--- src/rtl/rpg_gen_pkg.sv ---
// Shared encodings and constants for the rpg_gen reference pattern generator.
package rpg_pkg;

    localparam logic [1:0] MODE_CHK = 2'b00;
    localparam logic [1:0] MODE_ONE = 2'b01;
    localparam logic [1:0] MODE_P7  = 2'b10;
    localparam logic [1:0] MODE_P15 = 2'b11;

    typedef enum logic [2:0] {
        ST_IDLE,
        ST_FLUSH,
        ST_MARK,
        ST_RUN,
        ST_DRAIN
    } state_t;

    localparam int LFSR_MAX_W = 15;

    localparam int P7_W     = 7;
    localparam int P7_TAP_A = 6;
    localparam int P7_TAP_B = 5;
    localparam logic [LFSR_MAX_W-1:0] P7_SEED = 15'h007F;

    localparam int P15_W     = 15;
    localparam int P15_TAP_A = 14;
    localparam int P15_TAP_B = 13;
    localparam logic [LFSR_MAX_W-1:0] P15_SEED = 15'h7FFF;

    localparam int DLY_DEPTH = 16;

endpackage

--- src/rtl/rpg_gen_if.sv ---
// Control/status bundle between the pattern generator and its host.
// INJ exists only when RPG_ERR_INJECT_EN is defined.
interface rpg_gen_if #(
    parameter int CNT_W = 32
);
    logic             START;
    logic             STOP;
    logic [1:0]       MODE;
    logic [3:0]       LAT_SEL;
    logic             PAT_OUT;
    logic             RPG_OUT;
    logic             BUSY;
    logic             IN_RUN;
    logic [CNT_W-1:0] RUN_CNT;
`ifdef RPG_ERR_INJECT_EN
    logic             INJ;

    modport master (
        output START, STOP, MODE, LAT_SEL, INJ,
        input  PAT_OUT, RPG_OUT, BUSY, IN_RUN, RUN_CNT
    );

    modport slave (
        input  START, STOP, MODE, LAT_SEL, INJ,
        output PAT_OUT, RPG_OUT, BUSY, IN_RUN, RUN_CNT
    );
`else
    modport master (
        output START, STOP, MODE, LAT_SEL,
        input  PAT_OUT, RPG_OUT, BUSY, IN_RUN, RUN_CNT
    );

    modport slave (
        input  START, STOP, MODE, LAT_SEL,
        output PAT_OUT, RPG_OUT, BUSY, IN_RUN, RUN_CNT
    );
`endif
endinterface

--- src/rtl/rpg_gen_lfsr.sv ---
// Fibonacci LFSR of configurable width (up to 15) with a single XOR tap pair.
// Output is the MSB of the active width; the next state shifts the feedback into bit 0.
module rpg_lfsr
    import rpg_pkg::*;
#(
    parameter int                      W     = 7,
    parameter int                      TAP_A = 6,
    parameter int                      TAP_B = 5,
    parameter logic [LFSR_MAX_W-1:0]   SEED  = 15'h007F
) (
    input  logic CLK,
    input  logic RST,
    input  logic load,
    input  logic adv,
    output logic bit_out
);

    localparam logic [LFSR_MAX_W-1:0] MASK = LFSR_MAX_W'((1 << W) - 1);

    logic [LFSR_MAX_W-1:0] sr;
    logic                  fb;
    logic                  unused_msb;

    assign fb         = sr[TAP_A] ^ sr[TAP_B];
    assign bit_out    = sr[W-1];
    assign unused_msb = sr[LFSR_MAX_W-1];

    // Bits above the active width are masked so they never feed back.
    always_ff @(posedge CLK or posedge RST) begin
        if (RST) begin
            sr <= SEED;
        end else if (load) begin
            sr <= SEED;
        end else if (adv) begin
            sr <= {sr[LFSR_MAX_W-2:0], fb} & MASK;
        end
    end

endmodule

--- src/rtl/rpg_gen.sv ---
// Reference pattern generator: zero flush, one-cycle marker, then the selected pattern,
// with a latency-matched reference copy on RPG_OUT. Optional macro: RPG_ERR_INJECT_EN.
module rpg_gen
    import rpg_pkg::*;
#(
    parameter int FLUSH_LEN = 32,
    parameter int DRAIN_LEN = 16,
    parameter int CNT_W     = 32
) (
    input logic      CLK,
    input logic      RST,
    rpg_gen_if.slave bus
);

    state_t               state;
    state_t               nstate;
    logic [31:0]          cnt;
    logic [31:0]          cnt_nxt;
    logic [1:0]           mode_q;
    logic [3:0]           lat_q;
    logic                 chk_q;
    logic                 pat_q;
    logic                 pat_nxt;
    logic                 pat_bit;
    logic                 rpg_q;
    logic                 busy_q;
    logic                 run_q;
    logic                 start_ok;
    logic                 lfsr_adv;
    logic [CNT_W-1:0]     run_cnt;
    logic [DLY_DEPTH-2:0] dly;
    logic [DLY_DEPTH-1:0] taps;
    logic                 p7_bit;
    logic                 p15_bit;
    logic                 flip;

    rpg_lfsr #(
        .W     (P7_W),
        .TAP_A (P7_TAP_A),
        .TAP_B (P7_TAP_B),
        .SEED  (P7_SEED)
    ) u_p7 (
        .CLK     (CLK),
        .RST     (RST),
        .load    (start_ok),
        .adv     (lfsr_adv),
        .bit_out (p7_bit)
    );

    rpg_lfsr #(
        .W     (P15_W),
        .TAP_A (P15_TAP_A),
        .TAP_B (P15_TAP_B),
        .SEED  (P15_SEED)
    ) u_p15 (
        .CLK     (CLK),
        .RST     (RST),
        .load    (start_ok),
        .adv     (lfsr_adv),
        .bit_out (p15_bit)
    );

    always_comb begin
        nstate   = state;
        start_ok = 1'b0;
        unique case (state)
            ST_IDLE: begin
                if (bus.START && !bus.STOP) begin
                    nstate   = ST_FLUSH;
                    start_ok = 1'b1;
                end
            end
            ST_FLUSH: begin
                if (bus.STOP) begin
                    nstate = ST_DRAIN;
                end else if (cnt == 32'(FLUSH_LEN - 1)) begin
                    nstate = ST_MARK;
                end
            end
            ST_MARK: begin
                nstate = bus.STOP ? ST_DRAIN : ST_RUN;
            end
            ST_RUN: begin
                if (bus.STOP) begin
                    nstate = ST_DRAIN;
                end
            end
            ST_DRAIN: begin
                if (cnt == 32'(DRAIN_LEN - 1)) begin
                    nstate = ST_IDLE;
                end
            end
            default: begin
                nstate = ST_IDLE;
            end
        endcase

        // The phase counter only runs while staying in a timed state.
        if ((state == ST_FLUSH || state == ST_DRAIN) && nstate == state) begin
            cnt_nxt = cnt + 32'd1;
        end else begin
            cnt_nxt = '0;
        end
    end

    always_comb begin
        pat_bit = chk_q;
        case (mode_q)
            MODE_ONE: pat_bit = 1'b1;
            MODE_P7:  pat_bit = p7_bit;
            MODE_P15: pat_bit = p15_bit;
            default:  pat_bit = chk_q;
        endcase

        // PAT_OUT is decided by the state being entered (or held) on this edge.
        pat_nxt = 1'b0;
        if (nstate == ST_MARK) begin
            pat_nxt = 1'b1;
        end else if (nstate == ST_RUN) begin
            pat_nxt = pat_bit;
        end
    end

    // Each RUN bit consumes one LFSR step, including the first one taken from the seed.
    assign lfsr_adv = (nstate == ST_RUN);
    assign taps     = {dly, pat_q};

    always_ff @(posedge CLK or posedge RST) begin
        if (RST) begin
            state   <= ST_IDLE;
            cnt     <= '0;
            mode_q  <= MODE_CHK;
            lat_q   <= '0;
            chk_q   <= 1'b0;
            pat_q   <= 1'b0;
            busy_q  <= 1'b0;
            run_q   <= 1'b0;
            run_cnt <= '0;
            dly     <= '0;
            rpg_q   <= 1'b0;
        end else begin
            state  <= nstate;
            cnt    <= cnt_nxt;
            pat_q  <= pat_nxt;
            busy_q <= (nstate != ST_IDLE);
            run_q  <= (nstate == ST_RUN);
            dly    <= {dly[DLY_DEPTH-3:0], pat_q};
            rpg_q  <= taps[lat_q] ^ flip;
            if (start_ok) begin
                mode_q  <= bus.MODE;
                lat_q   <= bus.LAT_SEL;
                chk_q   <= 1'b0;
                run_cnt <= '0;
            end else begin
                if (nstate == ST_RUN) begin
                    chk_q <= ~chk_q;
                end
                if (state == ST_RUN && run_cnt != '1) begin
                    run_cnt <= run_cnt + CNT_W'(1);
                end
            end
        end
    end

`ifdef RPG_ERR_INJECT_EN
    logic flip_q;

    // A pending flip blocks further requests until it has been applied.
    always_ff @(posedge CLK or posedge RST) begin
        if (RST) begin
            flip_q <= 1'b0;
        end else begin
            flip_q <= bus.INJ && run_q && !flip_q;
        end
    end

    assign flip = flip_q;
`else
    assign flip = 1'b0;
`endif

    assign bus.PAT_OUT = pat_q;
    assign bus.RPG_OUT = rpg_q;
    assign bus.BUSY    = busy_q;
    assign bus.IN_RUN  = run_q;
    assign bus.RUN_CNT = run_cnt;

endmodule

--- src/flat_wrapper.sv ---
// flat-port wrapper written by rule: the top's interface ports become plain ports
module rpg_gen_flat import rpg_pkg::*;
#(
    parameter int FLUSH_LEN = 32,
    parameter int DRAIN_LEN = 16,
    parameter int CNT_W     = 32
)
  (CLK, RST, bus_START, bus_STOP, bus_MODE, bus_LAT_SEL, bus_PAT_OUT, bus_RPG_OUT, bus_BUSY, bus_IN_RUN, bus_RUN_CNT);
  rpg_gen_if #(.CNT_W(CNT_W)) bus_i ();
  input logic CLK;
  input logic RST;
  input wire logic [$bits(bus_i.START)-1:0] bus_START;
  input wire logic [$bits(bus_i.STOP)-1:0] bus_STOP;
  input wire logic [$bits(bus_i.MODE)-1:0] bus_MODE;
  input wire logic [$bits(bus_i.LAT_SEL)-1:0] bus_LAT_SEL;
  output wire logic [$bits(bus_i.PAT_OUT)-1:0] bus_PAT_OUT;
  output wire logic [$bits(bus_i.RPG_OUT)-1:0] bus_RPG_OUT;
  output wire logic [$bits(bus_i.BUSY)-1:0] bus_BUSY;
  output wire logic [$bits(bus_i.IN_RUN)-1:0] bus_IN_RUN;
  output wire logic [$bits(bus_i.RUN_CNT)-1:0] bus_RUN_CNT;
  assign bus_i.START = bus_START;
  assign bus_i.STOP = bus_STOP;
  assign bus_i.MODE = bus_MODE;
  assign bus_i.LAT_SEL = bus_LAT_SEL;
  assign bus_PAT_OUT = bus_i.PAT_OUT;
  assign bus_RPG_OUT = bus_i.RPG_OUT;
  assign bus_BUSY = bus_i.BUSY;
  assign bus_IN_RUN = bus_i.IN_RUN;
  assign bus_RUN_CNT = bus_i.RUN_CNT;
  rpg_gen #(.FLUSH_LEN(FLUSH_LEN), .DRAIN_LEN(DRAIN_LEN), .CNT_W(CNT_W)) u_core (.CLK(CLK), .RST(RST), .bus(bus_i));
endmodule
--- config.mk ---
export PLATFORM = sky130hd
export DESIGN_NAME = rpg_gen_flat
export DESIGN_NICKNAME = d
export VERILOG_FILES = /design/src/rtl/rpg_gen_pkg.sv /design/src/rtl/rpg_gen_if.sv /design/src/rtl/rpg_gen_lfsr.sv /design/src/rtl/rpg_gen.sv /design/src/flat_wrapper.sv
export SDC_FILE = /design/constraint.sdc
export NUM_CORES = 1
export LEC_CHECK = 0
export CELL_PAD_IN_SITES_DETAIL_PLACEMENT = 0
export CELL_PAD_IN_SITES_GLOBAL_PLACEMENT = 1
export CORE_MARGIN = 2
export CORE_UTILIZATION = 29
export DETAILED_ROUTE_END_ITERATION = 7
export PLACE_DENSITY_LB_ADDON = 0.08
export SLEW_MARGIN = 10
export SYNTH_ARGS = -nofsm -noshare
export SYNTH_HDL_FRONTEND = slang
export SYNTH_HIERARCHICAL = 1
export SYNTH_SLANG_ARGS = --single-unit
--- constraint.sdc ---
create_clock -name CLK -period 4.25 [get_ports CLK]
set_input_delay 0.6375 -clock CLK [delete_from_list [all_inputs] [get_ports CLK]]
set_output_delay 0.6375 -clock CLK [all_outputs]
set_load 0.005 [all_outputs]
==> results of run 1 <==
-- sequential cells by signal, summed over array words and instances (netlist names), 2 cells and up --
register            cells
u_core/dly             15
u_core/mode_q           2
u_core/cnt             32
u_core/bus.RUN_CNT     32
u_core/u_p15/sr        15
u_core/u_p7/sr          7
u_core/state            3
u_core/lat_q            4
-- power by group through the flow --
stage | Combinational, mW | Clock (mW) | Sequential (mW)
after floorplan | 0.200 | 0 | 1.19
after global placement | 0.250 | 0 | 1.24
after detailed placement | 0.251 | 0 | 1.24
after CTS | 0.253 | 1.41 | 1.22
after global routing | 0.281 | 1.46 | 1.23
final | 0.244 | 1.36 | 1.22
-- placed cells by master, fill, tap and decap left out, types with 9 or more instances in the layout --
cell type,Yosys,final
dfrtp_1,93,93
nor4_1,14,14
nor3_1,16,16
a21oi_1,19,19
inv_1,19,18
nand4_1,16,16
clkdlybuf4s50_1,0,45
or3_1,12,12
dfstp_2,22,22
nand3_1,18,18
nor2_1,56,56
xor2_1,10,10
mux2i_1,23,23
nand2_1,69,69
clkbuf_16,0,17
o21ai_0,16,16
xnor2_1,32,32
or4_1,9,9
-- logic make-up after synthesis --
kind of cell,Yosys count
multiplexers,30
flip-flops,115
XOR/XNOR,42
AO/OA/AOI/OAI,60
AND/OR/NAND/NOR,237
buffers and inverters,44
adder cells (fa/ha/maj),2
-- layout make-up --
class | count | area (µm²) | share of cell area, %
Multi-Input combinational cell | 371 | 2300 | 34.7
Clock inverter | 14 | 134 | 2.01
Inverter | 20 | 76.3 | 1.15
Timing Repair Buffer | 52 | 503 | 7.56
Tap cell | 229 | 287 | 4.31
Clock buffer | 18 | 439 | 6.61
Sequential cell | 115 | 2910 | 43.7
-- worst max-delay path: stages --
cell	delay (ns)
clkdlybuf4s50_1	0.52
nor2_1	0.29
nand3_1	0.46
clkinv_1	0.27
buf_4	0.40
inv_1	0.32
a31oi_1	0.22
-- per-stage QoR --
stage	hold WS (ns)	utilization, %
2_1_floorplan	0.349	-
3_3_place_gp	0.355	33.5
3_5_place_dp	0.359	33.5
4_1_cts	0.373	36.6
5_1_grt	0.384	36.6
6_report	0.373	36.6
-- final timing paths --
kind                                          endpoint  slack [ns]  cells past startpoint
min in group asynchronous            u_core/bus.IN_RUN        0.78                      2
worst min-delay path                     u_core/dly[9]        0.37                      0
worst max register to register  u_core/bus.RUN_CNT[30]        1.50                      6
worst min register to register           u_core/dly[9]        0.37                      0
max in group asynchronous                u_core/cnt[5]        2.61                      3
worst max-delay path                u_core/u_p15/sr[0]        1.43                      7
-- per-layer routing --
metal	up-vias	share of wire [%]
met4	0	1.7
met1	2016	49
met5	-	0
met2	64	46
li1	1957	-
met3	16	2.8
==> metrics.yaml, run 1 <==
status:
  status: "complete, no violations"
final_layout:
  final_cells: 819
  final_net_count: 589
  fill_cells: 1849
  drive_gt1_share_pct: 12.2
  fin_area_um2: 6650
  num_antenna_cells: 0
  areaGrowthSynthToFinish_pct: 22.9
critical_path:
  critical_path_peak_fanout: 34
  timing.rr.start: "u_core/bus.RUN_CNT[0]"
  critPathKind: "primary input to flop"
  cp.required_ns: 4.59
  crit_path_end_kind: "flop"
  critPathLaunch: "bus_STOP"
  startpoint_type: "primary input"
  critical_path_arrival_ns: 3.15
sta:
  fin_crit_ns: 2.82
  relSlewSlack_pct: 42.7
  finalHoldViolations: 0
  worst_pin_slew_ns: 0.858
  slew_violations: 0
  setup_tns_ns: 0
  setup_ws_ns: 1.43
  rsz0062_at_grt: "false"
  fmax_mhz: 355
  finalSetupViolCount: 0
  fin_crit_sh_pct: 66.3
  worst_clock_skew_ns: 0.00758
grt:
  grt_most_used_layer: "met2"
  track_usage_pct: 13.6
  use_met2_pct: 21.3
  grt_pass1_vias: 4068
  grt-ovfl-total: 0
  grt_max_degree: 47
  use_met3_pct: 3.40
  antenna_found_initial: 0
  use_met1_pct: 18.2
  grt_first_pass_wirelength_mm: 21.3
hold_path:
  hp-start: "u_core/dly[8]"
  hold_path.class: "flop to flop"
detailed_routing:
  totalWireLength_mm: 12.5
  avgRoutedWirePerCell_um: 15.3
  drc: 0
  ant_nets: 0
  via_count: 4053
  drt_iter0_markers: 234
  vias_per_cell: 4.95
  first_pass_iters: 4
synth:
  yosys-mux-area-fraction_pct: 6.75
  yosysSeqAreaShare_pct: 53.7
  synth.avg_cell_area_um2: 10.2
  synth_area_leaders: "dfrtp_1 (43%), dfstp_2 (11%), xnor2_1 (5.2%)"
  yosysWarnings: 6
  synth_nets: 542
  yosysUniqueCellTypes: 48
  netlist.top_cell.by_area: "dfrtp_1"
  async_flop_share_pct: 100
  synth_ff_type: "dfrtp_1"
  ys_ff_latch: 115
  synthCells: 530
  synth-edff-count: 0
  synth_common_cells: "dfrtp_1 (93), nand2_1 (69), nor2_1 (56)"
  synth-compound-area-share_pct: 6.85
  synth_area_um2: 5410
  yosysMostFrequentCell: "dfrtp_1"
  synth_top_family_by_area: "simple AND/OR/NAND/NOR gates"
  synth_fa_ha_area_share_pct: 0.463
  synth_xor_area_share_pct: 6.80
  yosysTopAreaCellShare_pct: 43.0
  yosys.area_share.simple_pct: 21.7
power:
  power.switching_uw: 766
  finalPower_mw: 2.83
  powerDensity_nw_per_um2: 425
  sw_frac_of_total_pct: 27.1
  pwr-share-clk_pct: 48.2
  internal_power_mw: 2.06
  pwr-share-seq_pct: 43.2
  total_leakage_power_nw: 2.59
  comb_power_share_pct: 8.6
  ir_drop_uv: 350
die:
  core_area_um2: 18100
  die_x_um: 141
  die-area_um2: 19800
  ioPinCount: 46
  num_rows: 49
  die_h_um: 141
  start_util_pct: 29.8
cts:
  hold_buffers: 0
  clkSinkCount: 115
  cts_tree: "yes"
  cts_inserted_buffers: 17
  clock_path_buffers: 2
  cts_root_buffer: "clkbuf_16"
  post_cts_resized: 0
  cts_max_level: 4
  clk_latency_ns: 0.42
  path_clk_slew_ns: 0.06
  post_cts_buffers: 0
placed_design:
  place_ws_ns: 1.03
  place.port_buffers: 45
  place.gp.congestion: 0.703
  place_area_um2: 6080
  dpl.hpwl_mm: 8.24
  dp.cells: 787
flow_run:
  cap_viol_max_count: 0
Note: power is estimated with default switching activity, not from simulation.
==> inputs of run 2 (changes only) <==
Clock period 4.25 ns to 2.3 ns, I/O delays scaled along.
==> metrics.yaml, run 2 (synthesized netlist as in run 1, its figures left out) <==
status:
  status: "complete, no violations"  # unchanged
detailed_routing:
  drt_iter0_markers: 164  # was 234
  via_count: 4192  # was 4053
  totalWireLength_mm: 13.1  # was 12.5 mm
  first_pass_iters: 5  # was 4
  avgRoutedWirePerCell_um: 15.0  # was 15.3 µm
  ant_nets: 0  # unchanged
  vias_per_cell: 4.81  # was 4.95
  drc: 0  # unchanged
critical_path:
  critPathLaunch: "u_core/bus.RUN_CNT[5]"  # was bus_STOP
  ff2ff_path_depth: 5  # was 6
  crit_path_end_kind: "flop"  # unchanged
  reg2reg_slack_ns: 0.04  # was 1.50 ns
  cp.required_ns: 2.63  # was 4.59 ns
  critical_path.top_delay_family: "simple AND/OR/NAND/NOR gates"  # was buffers and inverters
  timing.rr.start: "u_core/bus.RUN_CNT[5]"  # was u_core/bus.RUN_CNT[0]
  critPathKind: "flop to flop"  # was primary input to flop
  critical_path_peak_fanout: 3  # was 34
  crit_path_frequent_cell: "or4_4"
  crit_chain: "nand4_4 > or4_4 > or4_4 > or4_4 > a21oi_2"  # was clkdlybuf4s50_1 > nor2_1 > nand3_1 > clkinv_1 > buf_4 > inv_1 > a31oi_1
  path_buf_inv: 0  # was 4
  r2r-end: "u_core/bus.RUN_CNT[30]"  # unchanged
  startpoint_type: "flop"  # was primary input
  critical_path_arrival_ns: 2.59  # was 3.15 ns
  slowest_delay_ns: 0.56  # was 0.52 ns
  slowest_stage: "or4_4"  # was clkdlybuf4s50_1
final_layout:
  areaGrowthSynthToFinish_pct: 32.8  # was 22.9%
  multi_input_area_um2: 2350  # was 2300 µm²
  num_antenna_cells: 0  # unchanged
  layout_commonest_cell: "dfrtp_1"  # unchanged
  final_cell_mix: "dfrtp_1 (92), nand2_1 (69), buf_4 (57), nor2_1 (56), clkdlybuf4s50_1 (45)"  # was dfrtp_1 (93), nand2_1 (69), nor2_1 (56), clkdlybuf4s50_1 (45), xnor2_1 (32)
  fin_area_um2: 7180  # was 6650 µm²
  drive_gt1_share_pct: 20.5  # was 12.2%
  final_net_count: 642  # was 589
  fill_cells: 1763  # was 1849
  seqCellArea_um2: 2910  # about the same
placed_design:
  place_area_um2: 6530  # was 6080 µm²
  dpl.hpwl_mm: 8.93  # was 8.24 mm
  place.gp.congestion: 0.755  # was 0.703
  place.port_buffers: 45  # unchanged
grt:
  grt_pass1_vias: 4248  # was 4068
  grt_max_degree: 94  # was 47
  antenna_found_initial: 0  # unchanged
  grt-ovfl-total: 0  # unchanged
  grt_first_pass_wirelength_mm: 22.0  # was 21.3 mm
  track_usage_pct: 14.1  # was 13.6%
die:
  die_x_um: 141  # unchanged
  num_rows: 49  # unchanged
  start_util_pct: 29.8  # unchanged
  core_area_um2: 18100  # unchanged
  ioPinCount: 46  # unchanged
  die_h_um: 141  # unchanged
  die-area_um2: 19800  # unchanged
hold_path:
  hp-start: "u_core/dly[5]"  # was u_core/dly[8]
  hold_path.class: "flop to flop"  # unchanged
  hold-path-endpoint: "u_core/dly[6]"  # was u_core/dly[9]
  min_path_cells: 0  # unchanged
power:
  total_leakage_power_nw: 2.90  # was 2.59 nW
  ir_drop_uv: 552  # was 350 µV
  powerDensity_nw_per_um2: 771  # was 425 nW/µm²
sta:
  fin_crit_sh_pct: 98.3
  worst_pin_slew_ns: 0.680  # was 0.858 ns
  rsz0062_at_grt: "false"  # unchanged
  worst_clock_skew_ns: 0.00704  # was 0.00758 ns
  slew_violations: 0  # unchanged
  relSlewSlack_pct: 53.5  # was 42.7%
  finalSetupViolCount: 0  # unchanged
  holdWs_ns: 0.373  # about the same
  fmax_mhz: 442
  fin_crit_ns: 2.26
  finalHoldViolations: 0  # unchanged
cts:
  cts_root_buffer: "clkbuf_16"  # unchanged
  cts_max_level: 4  # unchanged
  clkSinkCount: 115  # unchanged
  clock_path_buffers: 2  # unchanged
  cts_tree: "yes"  # unchanged
  cts_inserted_buffers: 17  # unchanged
  clk_latency_ns: 0.41  # was 0.42 ns
  path_clk_slew_ns: 0.06  # about the same
flow_run:
  cap_viol_max_count: 0  # unchanged
run 2: per-layer routing:
layer | track usage (%) | wire length [µm]
met1 | 19.0 | 6330
met2 | 22.5 | 6300
met3 | 3.91 | 393
met4 | 4.11 | 66
met5 | 0 | 0
run 2: where the power goes:
group | switching [mW] | internal (mW) | leakage (nW)
combinational | 0.309 | 0.238 | 1.10
clock | 1.01 | 1.75 | 0.291
sequential | 0.110 | 2.12 | 1.51
total | 1.43 | 4.11 | 2.90
run 2: worst reg2reg max path: stages (launching register included):
cell,delay [ns]
dfrtp_1,0.39
nand4_4,0.13
or4_4,0.56
or4_4,0.43
or4_4,0.52
a21oi_2,0.15
run 2: worst max-delay path by stage:
| stage | end | cells after the start |
|---|---|---|
| 2_1_floorplan | u_core/bus.RUN_CNT[30] | 7 |
| 3_3_place_gp | u_core/bus.RUN_CNT[30] | 7 |
| 3_5_place_dp | u_core/bus.RUN_CNT[30] | 7 |
| 4_1_cts | u_core/bus.RUN_CNT[30] | 7 |
| 5_1_grt | u_core/bus.RUN_CNT[30] | 5 |
| 6_report | u_core/bus.RUN_CNT[30] | 5 |
run 2: final cells by class:
class	count	area share, %
Clock buffer	19	6.17
Clock inverter	13	2.42
Inverter	20	1.10
Multi-Input combinational cell	371	32.8
Sequential cell	115	40.5
Tap cell	229	3.99
Timing Repair Buffer	105	13.1
run 2: repair_timing:
item	in CTS	in global routing
setup endpoints to repair	3	20
hold buffers	0	0
gates cloned	0	0
resized for setup	3	3
pin swaps	3	1
setup buffers	0	0
endpoints found under the hold margin	0	0
run 2: metrics by stage:
stage,setup TNS (ns),instances,worst slack [ns],power (mW),utilization (%)
after global routing,0,872,0.00110,5.83,39.6
final,0,872,0.0401,5.54,39.6
after detailed placement,-1.08,840,-0.394,2.84,36.0
after CTS,0,872,0.0267,5.65,39.5
after global placement,-0.934,840,-0.340,2.84,36.0
after floorplan,-0.160,530,-0.160,2.58,-
==> inputs of run 3 (changes only) <==
Settings changed: CELL_PAD_IN_SITES_DETAIL_PLACEMENT 0 to 1, CELL_PAD_IN_SITES_GLOBAL_PLACEMENT 1 to 2.
==> metrics.yaml, run 3 (synthesized netlist as in run 1, its figures left out) <==
status:
  status: "complete, no violations"  # unchanged
final_layout:
  final_cells: 878  # was 872
  finish.utilization_pct: 40.0  # was 39.6%
  multi_input_area_um2: 2360  # was 2350 µm²
  layout_commonest_cell: "dfrtp_1"  # unchanged
  areaGrowthSynthToFinish_pct: 34.3  # was 32.8%
  final_cell_mix: "dfrtp_1 (92), nand2_1 (69), buf_4 (61), nor2_1 (56), clkdlybuf4s50_1 (45)"  # was dfrtp_1 (92), nand2_1 (69), buf_4 (57), nor2_1 (56), clkdlybuf4s50_1 (45)
  fin_area_um2: 7260  # was 7180 µm²
  num_antenna_cells: 0  # unchanged
  drive_gt1_share_pct: 21.4  # was 20.5%
  seqCellArea_um2: 2910  # unchanged
  fill_cells: 2029  # was 1763
  final_net_count: 648  # was 642
die:
  start_util_pct: 29.8  # unchanged
  num_rows: 49  # unchanged
  ioPinCount: 46  # unchanged
  die-area_um2: 19800  # unchanged
  core_area_um2: 18100  # unchanged
  die_h_um: 141  # unchanged
  die_x_um: 141  # unchanged
critical_path:
  startpoint_type: "flop"  # unchanged
  crit_end: "u_core/bus.RUN_CNT[30]"  # unchanged
  crit_path_end_kind: "flop"  # unchanged
  critPathKind: "flop to flop"  # unchanged
  r2r-end: "u_core/bus.RUN_CNT[30]"  # unchanged
  ff2ff_path_depth: 5  # unchanged
  critical_path_arrival_ns: 2.57  # was 2.59 ns
  critPathLaunch: "u_core/bus.RUN_CNT[6]"  # was u_core/bus.RUN_CNT[5]
  critical_path_peak_fanout: 4  # was 3
  cp.required_ns: 2.63  # about the same
  reg2reg_slack_ns: 0.06  # was 0.04 ns
  timing.rr.start: "u_core/bus.RUN_CNT[6]"  # was u_core/bus.RUN_CNT[5]
sta:
  slew_violations: 0  # unchanged
  setup_tns_ns: 0  # unchanged
  holdWs_ns: 0.344  # was 0.373 ns
  fin_crit_sh_pct: 97.2  # was 98.3%
  fin_crit_ns: 2.24  # was 2.26 ns
  finalSetupViolCount: 0  # unchanged
  fmax_mhz: 447  # was 442 MHz
  rsz0062_at_grt: "true"  # was false
  worst_pin_slew_ns: 0.568  # was 0.680 ns
  relSlewSlack_pct: 62.1  # was 53.5%
  worst_clock_skew_ns: 0.0135  # was 0.00704 ns
  finalHoldViolations: 0  # unchanged
detailed_routing:
  avgRoutedWirePerCell_um: 16.4  # was 15.0 µm
  vias_per_cell: 4.93  # was 4.81
  ant_nets: 0  # unchanged
  drt_iter0_markers: 118  # was 164
  via_count: 4327  # was 4192
  totalWireLength_mm: 14.4  # was 13.1 mm
  first_pass_iters: 4  # was 5
  drc: 0  # unchanged
power:
  pwr-share-clk_pct: 49.2  # was 49.9%
  power.switching_mw: 1.41  # was 1.43 mW
  ir_drop_uv: 554  # was 552 µV
  pwr-share-seq_pct: 40.7  # was 40.3%
  sw_frac_of_total_pct: 25.6  # was 25.8%
  comb_power_share_pct: 10.1  # was 9.9%
  total_leakage_power_nw: 2.96  # was 2.90 nW
  powerDensity_nw_per_um2: 757  # was 771 nW/µm²
  internal_power_mw: 4.09  # was 4.11 mW
cts:
  cts_tree: "yes"  # unchanged
  clkSinkCount: 115  # unchanged
  cts_inserted_buffers: 17  # unchanged
  path_clk_slew_ns: 0.06  # about the same
  cts_root_buffer: "clkbuf_16"  # unchanged
  hold_buffers: 0  # unchanged
  clock_path_buffers: 2  # unchanged
  clk_latency_ns: 0.42  # was 0.41 ns
  cts_max_level: 4  # unchanged
grt:
  track_usage_pct: 15.9  # was 14.1%
  grt_pass1_vias: 4820  # was 4248
  grt-ovfl-total: 0  # unchanged
  grt_first_pass_wirelength_mm: 24.8  # was 22.0 mm
  antenna_found_initial: 0  # unchanged
  grt_max_degree: 50  # was 94
placed_design:
  dp.cells: 842  # was 840
  place.port_buffers: 45  # unchanged
  place.gp.congestion: 0.771  # was 0.755
  place_area_um2: 6570  # was 6530 µm²
  dpl.hpwl_mm: 10.1  # was 8.93 mm
flow_run:
  cap_viol_max_count: 0  # unchanged
hold_path:
  hold_path.class: "primary input to async pin"  # was flop to flop
## run 3: changes by cell type in the layout (fill, tap and decap cells not counted), moves of 2 or more
| cell | before | now |
|---|---|---|
| clkinv_2 | 0 | 2 |
| buf_12 | 3 | 5 |
| buf_4 | 57 | 61 |
| clkinvlp_4 | 4 | 1 |
| bufinv_16 | 3 | 0 |
| clkbuf_16 | 17 | 21 |
| clkbuf_8 | 1 | 3 |
| clkinv_4 | 3 | 1 |
## run 3: routing by layer
| layer | track usage, % | up-vias | wire length [µm] |
|---|---|---|---|
| li1 | - | 2081 | - |
| met3 | 3.97 | 9 | 371 |
| met2 | 27.0 | 40 | 7340 |
| met5 | 0 | - | 0 |
| met4 | 4.95 | 0 | 138 |
| met1 | 19.9 | 2197 | 6550 |
## run 3: power by group through the flow
stage / sequential (mW) / clock, mW / combinational [mW]
floorplan: 2.21 / 0 / 0.369
global placement: 2.27 / 0 / 0.556
detailed placement: 2.28 / 0 / 0.572
CTS: 2.24 / 2.80 / 0.575
global route: 2.26 / 2.90 / 0.630
finish: 2.24 / 2.71 / 0.554
## run 3: how the worst min path moves through the flow
stage                        from                     to  cells after the start
floorplan           u_core/dly[9]         u_core/dly[10]                      0
global placement    u_core/dly[7]          u_core/dly[8]                      0
detailed placement  u_core/dly[3]          u_core/dly[4]                      0
CTS                           RST  u_core/bus.RUN_CNT[8]                      2
global route                  RST  u_core/bus.RUN_CNT[8]                      2
finish                        RST  u_core/bus.RUN_CNT[8]                      2
## run 3: per-stage QoR
step	setup WS (ns)	power (mW)
3_5_place_dp	-0.353	2.85
5_1_grt	-0.0137	5.79
4_1_cts	0.00941	5.62
2_1_floorplan	-0.160	2.58
3_3_place_gp	-0.248	2.83
6_report	0.0635	5.50
## run 3: layout make-up
| class | count | area share, % |
|---|---|---|
| clock buffers | 25 | 7.86 |
| well taps | 229 | 3.94 |
| flip-flops and latches | 115 | 40.0 |
| inverters | 20 | 1.09 |
| clock inverters | 7 | 0.706 |
| repair buffers | 111 | 13.9 |
| multi-input cells | 371 | 32.5 |
## run 3: critical path: stages (launching register included)
cell and delay [ns]:
dfrtp_1 0.39, nand4_4 0.14, or4_4 0.56, or4_4 0.43, or4_1 0.51, a21oi_1 0.13
## run 3: repair_timing
item	in CTS	in global routing
buffers inserted	1	3
pin swaps	4	3
endpoints found under the setup margin	3	36
gates resized for setup	1	6
